==> src/rtl/seg7_scan_gate.sv <==
// Multiplexed 7-segment scan driver with display-enable gate, per-digit blanking and
// frame-coherent snapshots. Define BLINK_EN to add per-digit blinking from blink_mask.
module seg7_scan_gate #(
    parameter int unsigned NUM_DIGITS = 6,
    parameter int unsigned SCAN_DIV   = 1000,
    parameter bit          SEG_ACT    = 1'b1,
    parameter bit          COM_ACT    = 1'b0
) (
    input  logic                    clk,
    input  logic                    rst,
    input  logic                    en,
    input  logic [4*NUM_DIGITS-1:0] digits,
    input  logic [NUM_DIGITS-1:0]   blank_mask,
    input  logic [NUM_DIGITS-1:0]   dp_mask,
    input  logic [NUM_DIGITS-1:0]   blink_mask,
    output logic [6:0]              seg,
    output logic                    dp,
    output logic [NUM_DIGITS-1:0]   com,
    output logic                    frame_done
);

    localparam int unsigned IDX_W   = (NUM_DIGITS > 1) ? $clog2(NUM_DIGITS) : 1;
    localparam int unsigned PRESC_W = $clog2(SCAN_DIV);

    localparam logic [PRESC_W-1:0]    PRESC_LAST = PRESC_W'(SCAN_DIV - 1);
    localparam logic [IDX_W-1:0]      IDX_LAST   = IDX_W'(NUM_DIGITS - 1);
    localparam logic [6:0]            SEG_OFF    = {7{~SEG_ACT}};
    localparam logic                  DP_OFF     = ~SEG_ACT;
    localparam logic [NUM_DIGITS-1:0] COM_OFF    = {NUM_DIGITS{~COM_ACT}};

    function automatic logic [6:0] hex_to_seg(input logic [3:0] h);
        logic [6:0] s;
        s = 7'h00;
        case (h)
            4'h0: s = 7'h3F;
            4'h1: s = 7'h06;
            4'h2: s = 7'h5B;
            4'h3: s = 7'h4F;
            4'h4: s = 7'h66;
            4'h5: s = 7'h6D;
            4'h6: s = 7'h7D;
            4'h7: s = 7'h07;
            4'h8: s = 7'h7F;
            4'h9: s = 7'h6F;
            4'hA: s = 7'h77;
            4'hB: s = 7'h7C;
            4'hC: s = 7'h39;
            4'hD: s = 7'h5E;
            4'hE: s = 7'h79;
            4'hF: s = 7'h71;
            default: s = 7'h00;
        endcase
        return s;
    endfunction

    logic                    en_q, en_d;
    logic [PRESC_W-1:0]      presc_q, presc_d;
    logic [IDX_W-1:0]        idx_q, idx_d;
    logic [4*NUM_DIGITS-1:0] digits_s_q, digits_s_d;
    logic [NUM_DIGITS-1:0]   blank_s_q, blank_s_d;
    logic [NUM_DIGITS-1:0]   dp_s_q, dp_s_d;
    logic [6:0]              seg_q, seg_d;
    logic                    dp_q, dp_d;
    logic [NUM_DIGITS-1:0]   com_q, com_d;
    logic                    frame_done_q, frame_done_d;

    logic first_cyc;
    logic scanning;
    logic wrap;
    logic snap;
    logic blink_dark;

    // The cycle en is first seen high restarts the scan; outputs follow one cycle later.
    assign first_cyc = en && !en_q;
    assign scanning  = en && en_q;
    assign wrap      = scanning && (presc_q == PRESC_LAST) && (idx_q == IDX_LAST);
    assign snap      = first_cyc || wrap;

`ifdef BLINK_EN
    localparam int unsigned BLINK_SHIFT = 5;

    logic [BLINK_SHIFT:0]  blink_cnt_q, blink_cnt_d;
    logic [NUM_DIGITS-1:0] blink_s_q, blink_s_d;

    always_comb begin
        blink_cnt_d = blink_cnt_q;
        blink_s_d   = blink_s_q;
        if (!en) begin
            blink_cnt_d = '0;
        end else if (wrap) begin
            blink_cnt_d = blink_cnt_q + (BLINK_SHIFT+1)'(1);
        end
        if (snap) begin
            blink_s_d = blink_mask;
        end
    end

    always_ff @(posedge clk or negedge rst) begin
        if (!rst) begin
            blink_cnt_q <= '0;
            blink_s_q   <= '0;
        end else begin
            blink_cnt_q <= blink_cnt_d;
            blink_s_q   <= blink_s_d;
        end
    end

    assign blink_dark = blink_cnt_q[BLINK_SHIFT] & blink_s_q[idx_q];
`else
    logic blink_unused;
    assign blink_unused = ^blink_mask;
    assign blink_dark   = 1'b0;
`endif

    always_comb begin
        logic [6:0]            seg_raw;
        logic                  dp_raw;
        logic [NUM_DIGITS-1:0] com_raw;
        // NOTE: every combinational output gets a default first so no path infers a latch.
        en_d         = en;
        presc_d      = presc_q;
        idx_d        = idx_q;
        digits_s_d   = digits_s_q;
        blank_s_d    = blank_s_q;
        dp_s_d       = dp_s_q;
        frame_done_d = wrap;
        seg_raw      = 7'h00;
        dp_raw       = 1'b0;
        com_raw      = '0;

        if (!scanning) begin
            presc_d = '0;
            idx_d   = '0;
        end else if (presc_q == PRESC_LAST) begin
            presc_d = '0;
            idx_d   = (idx_q == IDX_LAST) ? '0 : idx_q + IDX_W'(1);
        end else begin
            presc_d = presc_q + PRESC_W'(1);
        end

        if (snap) begin
            digits_s_d = digits;
            blank_s_d  = blank_mask;
            dp_s_d     = dp_mask;
        end

        // Blanked digits keep their com slot so scan timing never shifts.
        if (scanning) begin
            com_raw[idx_q] = 1'b1;
            if (!(blank_s_q[idx_q] || blink_dark)) begin
                seg_raw = hex_to_seg(digits_s_q[{idx_q, 2'b00} +: 4]);
                dp_raw  = dp_s_q[idx_q];
            end
        end

        seg_d = seg_raw ^ SEG_OFF;
        dp_d  = dp_raw ^ DP_OFF;
        com_d = com_raw ^ COM_OFF;
    end

    // NOTE: sequential state uses non-blocking assignments so every flop samples pre-edge values.
    always_ff @(posedge clk or negedge rst) begin
        if (!rst) begin
            en_q         <= 1'b0;
            presc_q      <= '0;
            idx_q        <= '0;
            digits_s_q   <= '0;
            blank_s_q    <= '0;
            dp_s_q       <= '0;
            seg_q        <= SEG_OFF;
            dp_q         <= DP_OFF;
            com_q        <= COM_OFF;
            frame_done_q <= 1'b0;
        end else begin
            en_q         <= en_d;
            presc_q      <= presc_d;
            idx_q        <= idx_d;
            digits_s_q   <= digits_s_d;
            blank_s_q    <= blank_s_d;
            dp_s_q       <= dp_s_d;
            seg_q        <= seg_d;
            dp_q         <= dp_d;
            com_q        <= com_d;
            frame_done_q <= frame_done_d;
        end
    end

    assign seg        = seg_q;
    assign dp         = dp_q;
    assign com        = com_q;
    assign frame_done = frame_done_q;

endmodule

==> config.mk <==
export PLATFORM = sky130hd
export DESIGN_NAME = seg7_scan_gate
export DESIGN_NICKNAME = d
export VERILOG_FILES = /design/src/rtl/seg7_scan_gate.sv
export SDC_FILE = /design/constraint.sdc
export NUM_CORES = 1
export LEC_CHECK = 0
export CORE_MARGIN = 3
export CORE_UTILIZATION = 30
export CTS_CLUSTER_SIZE = 14
export DETAILED_ROUTE_END_ITERATION = 16
export PLACE_DENSITY = 0.54
export SLEW_MARGIN = 20
export SYNTH_ARGS = -nofsm -noshare
export SYNTH_HDL_FRONTEND = slang
export SYNTH_SLANG_ARGS = --single-unit
export TNS_END_PERCENT = 10
==> constraint.sdc <==
create_clock -name clk -period 2 [get_ports clk]
set_input_delay 0.2 -clock clk [delete_from_list [all_inputs] [get_ports clk]]
set_output_delay 0.2 -clock clk [all_outputs]
set_load 0.02 [all_outputs]
==> impl_metrics.toml <==
[worst_hold_path]
hold_path.class = "in -> async"

[worst_setup_path]
cpPeakStageDelay_ns = 0.43
crit_chain = "buf_12, mux2_4, a222oi_1, buf_4, mux2i_1, nor2_1, a211oi_2"
arrival_ns = 2.30
crit_path_top_delay_cell = "dfrtp_1"
critPathLaunchType = "flip-flop"
crit_buf_inv = 2
worstSetupEndpointType = "flip-flop"
crit_type = "reg -> reg"
cp_data_required_time_ns = 2.25
crit_family = "compound AO/OA/AOI/OAI gates"
crit_fanout = 8

[routing]
dr.pass1.iters = 4
drc_errors = 0
ant_nets = 0
vias = 2059
vias_per_cell = 4.42
routed_wl_mm = 6.39
drt_iter0_markers = 87
post_drt_wl_per_cell_um = 13.7

[final_layout]
postLayoutCellArea_mm2 = 0.00433
num-nets-final = 380
seq_area_mm2 = 0.00163
drive_above_1_share = 0.357
fillers = 933
fin_util = 0.437
multi_input_area_mm2 = 0.00144
antenna_cells = 0
final_common_cell = "dfrtp_1"
final_cell_mix = "dfrtp_1 (59), clkdlybuf4s50_1 (52), mux2_4 (33), buf_4 (32), nor2_1 (26)"
area_delta_synth_final_pct = 39.3

[placement]
hpwlAfterDp_mm = 4.76
place_congestion = 0.749
dp_slack_ns = -0.0783
place_area_mm2 = 0.00401
port_buffers = 53

[sta]
drv_slew = 0
finClkSkew_ns = 0.0106
hold_slack_ns = 0.436
period_share = 1.02
max_freq_mhz = 488
setup_ws_ns = -0.0497
hold_viol = 0
tightest_slew_ns = 0.469
slew_headroom = 0.687
fin_crit_ns = 2.05
rsz0062_at_grt = "yes"
finalSetupViolCount = 3

[power_and_ir_drop]
power.switching_uw = 815
p_seq_frac = 0.451
power.density_mw_per_mm2 = 772
switching_share = 0.243
combPwrFrac = 0.192
ir_drop_v = 0.000401
power_frac_clock = 0.358
p_leak_nw = 1.93
p_int_mw = 2.53

[synthesis]
ys_ff_latch = 65
async_flop_share = 1.00
synth_fp_nets = 286
netlist_area_mm2 = 0.00311
syn_area_per_cell_um2 = 13.3
ys_seq_area_frac = 0.525
syn_inst = 234
synth_ff_type = "dfrtp_1"
ys_types = 41
ys_warn_count = 0
synth-edff-count = 0

[floorplan]
start_util = 0.314
die_w_um = 108
ios = 60
die_area_mm2 = 0.0116
die_h_um = 108
coreArea_mm2 = 0.00991
rows = 36

[cts]
htreeDepth = 3
cts_tree = "built"
root_buffer = "clkbuf_8"
clk_pin_slew_worst_paths_ns = 0.07
clock_latency_ns = 0.34
clock_sinks = 65
numCtsBuffers = 9
clk_path_buf_depth = 2

[grt]
grt.overflow.total = 0
use_met2 = 0.175
grt.met3_usage = 0.0396
grt_max_degree = 38
met1_usage = 0.165
grt_busiest_layer = "met2"
antenna_found_initial = 0
grt_pass1_wl_mm = 10.6
grt_pass1_vias = 2083
grtUsageTotal = 0.119

[run]
drv_cap = 0

[outcome]
violations = "negative setup slack"
outcome = "finished with violations"
[final timing paths]
kind	start	end	slack [ns]	depth (start not counted)
setup reg to reg	idx_q[0]	seg[3]	-0.05	7
min in group clk	digits[9]	digits_s_q[9]	0.46	2
max in group asynchronous	rst	dp_s_q[0]	1.19	3
setup / recovery	idx_q[0]	seg[3]	-0.05	7
hold / removal	rst	idx_q[0]	0.44	3
hold reg to reg	dp_s_q[4]	dp_s_q[4]	0.51	1
[layer usage]
| metal | routed length, µm | vias up |
|---|---|---|
| met3 | 295 | 4 |
| met4 | 56 | 0 |
| met1 | 3130 | 995 |
| met5 | 0 | - |
| met2 | 2910 | 48 |
| li1 | - | 1012 |
[cells in the mapped netlist, types with 3 or more instances]
library cell	n	share of area
and3_1	5	0.010
ha_1	7	0.028
buf_6	4	0.014
nand2_1	7	0.0084
nor2_1	27	0.033
mux2_4	31	0.15
mux2i_1	14	0.045
xnor2_1	6	0.017
mux2_2	11	0.040
a21oi_1	7	0.011
dfrtp_1	59	0.47
inv_1	6	0.0072
xor2_1	3	0.0084
dfstp_2	6	0.051
nand3_1	7	0.011
[tightest hold or removal path: cells and delay by family]
family	cells	cell delay, ns
buf+inv	3	0.99
[final cells by class]
type,instances,area share
clock buffers,11,0.0303
well taps,133,0.0384
clock inverters,5,0.0185
inverters,6,0.00520
repair buffers,91,0.198
multi-input cells,155,0.333
flip-flops and latches,65,0.377
[power groups by stage]
| stage | Sequential (mW) | Combinational, mW | Clock (mW) |
|---|---|---|---|
| floorplan | 1.52 | 0.348 | 0 |
| global route | 1.52 | 0.696 | 1.30 |
| global placement | 1.52 | 0.591 | 0 |
| finish | 1.51 | 0.641 | 1.20 |
| detailed placement | 1.53 | 0.596 | 0 |
| CTS | 1.51 | 0.634 | 1.25 |
[cells by family (layout without fill, tap and decap cells)]
group	count (synthesis)	count (layout)	share of synthesized area
simple gates	59	59	0.0901
mux	58	58	0.249
compound gates	22	22	0.0535
flops	65	65	0.525
fa+ha+maj	7	7	0.0282
xor+xnor	9	9	0.0253
buf+inv	14	113	0.0286
[registers in the layout (all words and copies together), names as in the netlist]
| signal | count |
|---|---|
| blank_s_q | 6 |
| com | 6 |
| digits_s_q | 24 |
| dp | 1 |
| dp_s_q | 6 |
| en_q | 1 |
| frame_done | 1 |
| idx_q | 3 |
| presc_q | 10 |
| seg | 7 |
[per-stage QoR]
| step | std cells | setup TNS (ns) | total power [mW] |
|---|---|---|---|
| 2_1_floorplan | 234 | 0 | 1.87 |
| 3_3_place_gp | 443 | -0.0517 | 2.12 |
| 3_5_place_dp | 443 | -0.353 | 2.13 |
| 4_1_cts | 464 | -0.0504 | 3.39 |
| 5_1_grt | 466 | -1.39 | 3.52 |
| 6_report | 466 | -0.0936 | 3.35 |
[repair_timing]
item / in CTS / in global routing
setup endpoints to repair: 25 / 33
resized for setup: 12 / 4
setup buffers: 4 / 2
pin swaps: 4 / 6
hold buffers: 1 / 0
endpoints found under the hold margin: 59 / 0
No activity file was read; power rests on OpenSTA's default activity.
